--- src/rtl/ysyx_22040125_wb_regfile_pkg.sv ---
// Shared core constants for the writeback stage: result-source selects and
// load width/sign codes (RV64 funct3 encodings for loads).
package ysyx_22040125_wb_regfile_pkg;

  localparam int XLEN = 64;

  // Writeback source select
  localparam logic [1:0] WB_SEL_ALU  = 2'b00;
  localparam logic [1:0] WB_SEL_LOAD = 2'b01;
  localparam logic [1:0] WB_SEL_LINK = 2'b10;
  localparam logic [1:0] WB_SEL_CSR  = 2'b11;

  // Load funct3 codes
  localparam logic [2:0] F3_LB   = 3'b000;
  localparam logic [2:0] F3_LH   = 3'b001;
  localparam logic [2:0] F3_LW   = 3'b010;
  localparam logic [2:0] F3_LD   = 3'b011;
  localparam logic [2:0] F3_LBU  = 3'b100;
  localparam logic [2:0] F3_LHU  = 3'b101;
  localparam logic [2:0] F3_LWU  = 3'b110;
  localparam logic [2:0] F3_LDU  = 3'b111;

endpackage

--- src/rtl/ysyx_22040125_wb_regfile_load_ext.sv ---
// Load data extraction: takes memory data already aligned to bit 0 and
// trims/extends it to 64 bits according to the load funct3 code.
module ysyx_22040125_LOAD_EXT
  import ysyx_22040125_wb_regfile_pkg::*;
(
  input  logic [XLEN-1:0] data,
  input  logic [2:0]      funct3,
  output logic [XLEN-1:0] result
);

  // Select width and sign/zero extension
  always_comb begin
    result = data;
    case (funct3)
      F3_LB:   result = {{56{data[7]}},  data[7:0]};
      F3_LH:   result = {{48{data[15]}}, data[15:0]};
      F3_LW:   result = {{32{data[31]}}, data[31:0]};
      F3_LD:   result = data;
      F3_LBU:  result = {56'd0, data[7:0]};
      F3_LHU:  result = {48'd0, data[15:0]};
      F3_LWU:  result = {32'd0, data[31:0]};
      F3_LDU:  result = data;
      default: result = data;
    endcase
  end

endmodule

--- src/rtl/ysyx_22040125_wb_regfile.sv ---
// Writeback stage + integer register file. Selects the writeback value,
// writes x1..x31, serves two combinational read ports with same-cycle
// write-through, records a registered retire record and counts retirements.
module ysyx_22040125_wb_regfile
  import ysyx_22040125_wb_regfile_pkg::*;
(
  input  logic            clk,
  input  logic            rst,
  input  logic            wb_valid,
  input  logic [XLEN-1:0] wb_mem_data,
  input  logic [2:0]      wb_funct3,
  input  logic            wb_we,
  input  logic [1:0]      wb_sel,
  input  logic [XLEN-1:0] wb_alu,
  input  logic [XLEN-1:0] wb_pc,
  input  logic [4:0]      wb_rd,
  input  logic [4:0]      rs1_addr,
  input  logic [4:0]      rs2_addr,
  output logic [XLEN-1:0] rs1_data,
  output logic [XLEN-1:0] rs2_data,
  output logic            commit_valid,
  output logic [XLEN-1:0] commit_pc,
  output logic [4:0]      commit_rd,
  output logic [XLEN-1:0] commit_data,
  output logic [XLEN-1:0] retire_cnt
);

  // x0 is not stored; it is hardwired to zero on the read side
  logic [XLEN-1:0] regs [31:1];
  logic [XLEN-1:0] load_val;
  logic [XLEN-1:0] wb_value;
  logic            wr_en;

  ysyx_22040125_LOAD_EXT u_load_ext (
    .data   (wb_mem_data),
    .funct3 (wb_funct3),
    .result (load_val)
  );

  // A real write needs reset released, a live instruction, and a non-x0 target
  assign wr_en = rst && wb_valid && wb_we && (wb_rd != 5'd0);

  // Writeback source mux; link address wraps naturally at 2^64
  always_comb begin
    wb_value = wb_alu;
    case (wb_sel)
      WB_SEL_ALU:  wb_value = wb_alu;
      WB_SEL_LOAD: wb_value = load_val;
      WB_SEL_LINK: wb_value = wb_pc + 64'd4;
      WB_SEL_CSR:  wb_value = wb_alu;
      default:     wb_value = wb_alu;
    endcase
  end

  // Read port 1: zero in reset or for x0, else bypass the pending write
  always_comb begin
    rs1_data = '0;
    if (rst && (rs1_addr != 5'd0)) begin
      if (wr_en && (rs1_addr == wb_rd)) rs1_data = wb_value;
      else                              rs1_data = regs[rs1_addr];
    end
  end

  // Read port 2: same policy as port 1, fully independent
  always_comb begin
    rs2_data = '0;
    if (rst && (rs2_addr != 5'd0)) begin
      if (wr_en && (rs2_addr == wb_rd)) rs2_data = wb_value;
      else                              rs2_data = regs[rs2_addr];
    end
  end

  // Register array: clear on reset, otherwise take the qualified write
  always_ff @(posedge clk) begin
    if (!rst) begin
      for (int i = 1; i < 32; i++) regs[i] <= '0;
    end else if (wr_en) begin
      regs[wb_rd] <= wb_value;
    end
  end

  // Retire record: valid pulses for each WB instruction, fields hold on bubbles
  always_ff @(posedge clk) begin
    if (!rst) begin
      commit_valid <= 1'b0;
      commit_pc    <= '0;
      commit_rd    <= '0;
      commit_data  <= '0;
    end else if (wb_valid) begin
      commit_valid <= 1'b1;
      commit_pc    <= wb_pc;
      commit_rd    <= wb_we ? wb_rd : 5'd0;
      commit_data  <= wr_en ? wb_value : '0;
    end else begin
      commit_valid <= 1'b0;
    end
  end

  // Retired-instruction counter, free-running wrap
  always_ff @(posedge clk) begin
    if (!rst)          retire_cnt <= '0;
    else if (wb_valid) retire_cnt <= retire_cnt + 64'd1;
  end

endmodule

--- config.mk ---
export PLATFORM = sky130hd
export DESIGN_NAME = ysyx_22040125_wb_regfile
export DESIGN_NICKNAME = d
export VERILOG_FILES = /design/src/rtl/ysyx_22040125_wb_regfile_pkg.sv /design/src/rtl/ysyx_22040125_wb_regfile_load_ext.sv /design/src/rtl/ysyx_22040125_wb_regfile.sv
export SDC_FILE = /design/constraint.sdc
export NUM_CORES = 2
export LEC_CHECK = 0
export BUFFER_PORTS_ARGS = -buffer_cell sky130_fd_sc_hd__buf_2
export CAP_MARGIN = 40
export CORE_MARGIN = 5
export CORE_UTILIZATION = 67
export DETAILED_ROUTE_END_ITERATION = 8
export GPL_ROUTABILITY_DRIVEN = 0
export GPL_TIMING_DRIVEN = 1
export PLACE_DENSITY = 0.95
export SLEW_MARGIN = 20
export SYNTH_ARGS = -nofsm -noshare
export SYNTH_HDL_FRONTEND = slang
export SYNTH_HIERARCHICAL = 1
export SYNTH_SLANG_ARGS = --single-unit
--- constraint.sdc ---
create_clock -name clk -period 7.9 [get_ports clk]
set_input_delay 0 -clock clk [delete_from_list [all_inputs] [get_ports clk]]
set_output_delay 0 -clock clk [all_outputs]
set_load 0.005 [all_outputs]
==> results.toml, run 1 <==
[run_status]
status = "stopped before the end"
failed_stage = "5_1_grt"
firstError = "[ERROR GRT-0229] Vertical edge usage exceeds the maximum allowed. (24, 10) usage=65535 limit=2200"

[die]
die_w_um = 427.4
die_h_um = 427.4
row_count = 153
start_util_pct = 67.21
ios = 542

[global_routing]
grt_max_degree = 157
antenna_found_initial = 151

[logic_synthesis]
syn_avg_cell_area_um2 = 12.32
synthCells = 9476
synth_ff_type = "edfxtp_1"
synth.yosys.seq_area_share_pct = 56.09
synth.ff_latch_count = 2246
synth_edf_count = 2048
async_reset_ff_share_pct = 0
yosysWarnings = 6
synth_cell_types = 89
synth.cell_area_um2 = 116700

[place]
io_buffers = 541
dp_cells = 11660
hpwlAfterDp_um = 288000
dpl_cell_area_um2 = 122400

[cts]
post-cts-setup-buffer-count = 0
cts_made_buffers = 213
clock-sinks = 2246
cts.path.max_buffers = 3
htreeDepth = 4
clock-root-buffer = "clkbuf_16"
## synthesized netlist by cell type (all sizes together), types with 108 or more instances
cell | instances | area [µm²]
mux2i | 1008 | 10090
nor2 | 2332 | 8778
nand2 | 244 | 915.9
a221oi | 446 | 3944
edfxtp | 2048 | 61500
dfxtp | 198 | 3964
a22oi | 337 | 2530
clkbuf | 794 | 2983
mux4 | 579 | 13040
nand3 | 108 | 545.5
o21ai | 355 | 1777
buf | 221 | 1002
## what timing repair did
item | 4_1_cts
endpoints found under the setup margin | 0
hold buffers | 188
resized for setup | 0
endpoints found under the hold margin | 1358
## through the flow
step,hold WS [ns],utilization [%],setup slack [ns]
floorplan,0.1473,-,4.534
global placement,0.2993,69.87,3.195
detailed placement,0.3056,70.47,3.595
CTS,0.001804,75.42,3.249
## logic make-up after synthesis
family                     Yosys count  share of synthesized area (%)
adders and majority gates            4                        0.04289
muxes                             1591                          19.86
buffers and inverters             1120                          3.752
other                                1                       0.003213
DFF                               2246                          56.09
AOI/OAI and AO/OA                 1480                          9.280
and+or+nand+nor                   2942                          10.27
xor gates and xnor gates            92                         0.6904
==> run 2: changes to the inputs <==
Settings changed: CORE_UTILIZATION 67 to 40, PLACE_DENSITY 0.95 to default, PLACE_DENSITY_LB_ADDON from default to 0.15.
==> run 2 against run 1 <==
The flow now finishes without violations. Synthesized area did not move. Synthesized cell count stayed put.
==> results.toml, run 2 <==
[global_routing]
grt_pass1_wl_um = 710100
antenna_found_initial = 66
grt_pass1_vias = 90710
grt-ovfl-total = 0
grt_max_degree = 135
grt_use_total_pct = 33.10

[cts]
clkTransAtPathRegs_ns = 0.06
cts_made_buffers = 266
post-cts-setup-buffer-count = 0
cts.path.max_buffers = 4
cts_resized = 0
htreeDepth = 5
worstSkewPairLatency_ns = 0.90
cts_tree = "built"
clock-root-buffer = "clkbuf_16"
clock-sinks = 2246
hold_buffers = 194

[die]
fp.dieArea_um2 = 302700
die_h_um = 550.2
coreArea_um2 = 290800
ios = 542
die_w_um = 550.2
start_util_pct = 40.13
row_count = 198

[timing]
setup_viol = 0
slew_headroom_pct = 17.48
finalSetupTns_ns = 0
fin_skew_ns = 0.03041
final.period_utilization_pct = 63.17
maxSlewViolCount = 0
rsz0062_at_grt = "false"
fmax_mhz = 200.4
tightest_slew_ns = 1.238
final_hold_viol_count = 0
min_period_ns = 4.991
whs_ns = 0.04546

[layout]
final_common_cell = "nor2_1"
layout_common_cells = "nor2_1, edfxtp_1, mux2i_1, mux4_2, buf_2"
drive_above_1_share_pct = 19.43
area_growth_pct = 16.09
nets = 10080
ff_latch_area_um2 = 65460
largest_reg_flops = 2048
n_fill_cell = 26160
top_register = "regs"
multi_input_area_um2 = 47980

[logic_synthesis]
yosysWarnings = 6
yosysMostFrequentCell = "nor2_1"
syn_avg_cell_area_um2 = 12.32
synthTopCellsByCount = "nor2_1, edfxtp_1, mux2i_1"
synth_edf_count = 2048
synth_ff_type = "edfxtp_1"
synth_area_leaders = "edfxtp_1, mux4_2, mux2i_1, nor2_1, dfxtp_1"
async_reset_ff_share_pct = 0
synth_cell_types = 89
synthCells = 9476
yosys.area.top_type_share_pct = 52.70
synth.cell_area_um2 = 116700
yosys.area.top_type = "edfxtp_1"
synth.yosys.seq_area_share_pct = 56.09
synth.ff_latch_count = 2246

[power_and_ir_drop]
p_seq_share_pct = 45.9
p_sw_share_pct = 28.03
comb_power_share_pct = 14.6
p_switching_mw = 8.498
power.leakage_nw = 49.26
powerDensity_nw_per_um2 = 223.7
vdd_drop_max_uv = 174.9
clock_power_share_pct = 39.4
p_int_mw = 21.81

[setup_path]
r2r-start = "retire_cnt[25]"
endpoint_kind = "output port"
r2r.worst_path.cells = 6
r2r_end = "retire_cnt[63]"
crit_fanout = 60
r2r_slack_ns = 5.16
worst_setup_path_start_kind = "primary input"
crit_path_start = "rst"
path_class = "in2out"
worstPathArrival_ns = 4.99
cp.required_ns = 7.90

[worst_hold_path]
holdCritStartpoint = "wb_pc[10]"
hp-class = "in2reg"
worstHoldPathCells = 4
holdPathEnd = "commit_pc[10]"

[drt]
drc = 0
detail-route-antenna-nets = 0
first_iter_violations = 13530
drt_wl_total_um = 517900
viasPerCell = 6.591
firstDrtPassIters = 7
vias = 92180
wl_per_cell_um = 37.03

[place]
hpwlAfterDp_um = 313800
io_buffers = 541

[run_status]
status = "complete, no violations"

[flow_run]
drv_cap = 0
[run 2: cell counts after synthesis]
Identical to the previous run, type by type.
[run 2: worst max path at each step]
stage / endpoint / cells past startpoint / slack, ns
finish: rs1_data[51] / 12 / 2.91
global route: rs1_data[51] / 12 / 2.85
CTS: rs1_data[34] / 12 / 3.06
detailed placement: regs[11][19] / 9 / 3.46
global placement: regs[11][19] / 7 / 2.27
floorplan: regs[24][0] / 7 / 4.53
[run 2: per-layer routing]
metal | part of all wire (%) | GRT usage, % | vias to the layer above
li1 | - | - | 36770
met4 | 6.1 | 17.06 | 20
met2 | 45 | 51.86 | 6581
met1 | 37 | 42.68 | 47410
met5 | 0.025 | 0 | -
met3 | 12 | 8.360 | 1398
[run 2: cell families (layout without fill, tap and decap cells)]
| kind of cell | after synthesis | in the layout | synth area share (%) |
|---|---|---|---|
| compound gates | 1480 | 1480 | 9.280 |
| xor+xnor | 92 | 92 | 0.6904 |
| fa+ha+maj | 4 | 4 | 0.04289 |
| buf+inv | 1120 | 1639 | 3.752 |
| flops | 2246 | 2246 | 56.09 |
| mux | 1591 | 1591 | 19.86 |
| other cells | 1 | 90 | 0.003213 |
| simple gates | 2942 | 2942 | 10.27 |
[run 2: layout make-up]
class,instances,share of cell area [%]
sequential,2246,48.32
multi-input combinational,6173,35.41
timing repair buffer,1070,6.304
clock buffer,362,5.356
tap,3900,3.602
clock inverter,102,0.6557
inverter,105,0.3020
antenna,26,0.04802
[run 2: metrics by stage]
step	setup slack (ns)	total power, mW	area [µm²]	util, %	cells
floorplan	4.534	16.44	116900	-	9539
global placement	2.269	18.24	123500	42.48	13200
detailed placement	3.461	18.38	125100	43.01	13280
CTS	3.065	30.30	135200	46.48	13940
global route	2.851	31.08	135500	46.58	13980
finish	2.910	30.31	135500	46.58	13980
[run 2: critical path: stages]
cell and delay [ns]:
dlygate4sd3_1 0.56, buf_4 0.28, nand3_1 0.41, a21o_2 0.16, buf_4 0.55, nor3_2 0.10
buf_4 0.33, nor3_2 0.20, buf_4 0.48, buf_4 0.84, a221o_1 0.65, buf_2 0.22
[run 2: power by group through the flow]
stage	logic, mW	clock network [mW]	registers, mW
global route	4.58	12.5	14.0
finish	4.44	11.9	13.9
global placement	4.13	0	14.1
detailed placement	4.23	0	14.2
floorplan	2.39	0	14.1
CTS	4.33	12.1	13.9
No activity file was read; power rests on OpenSTA's default activity.
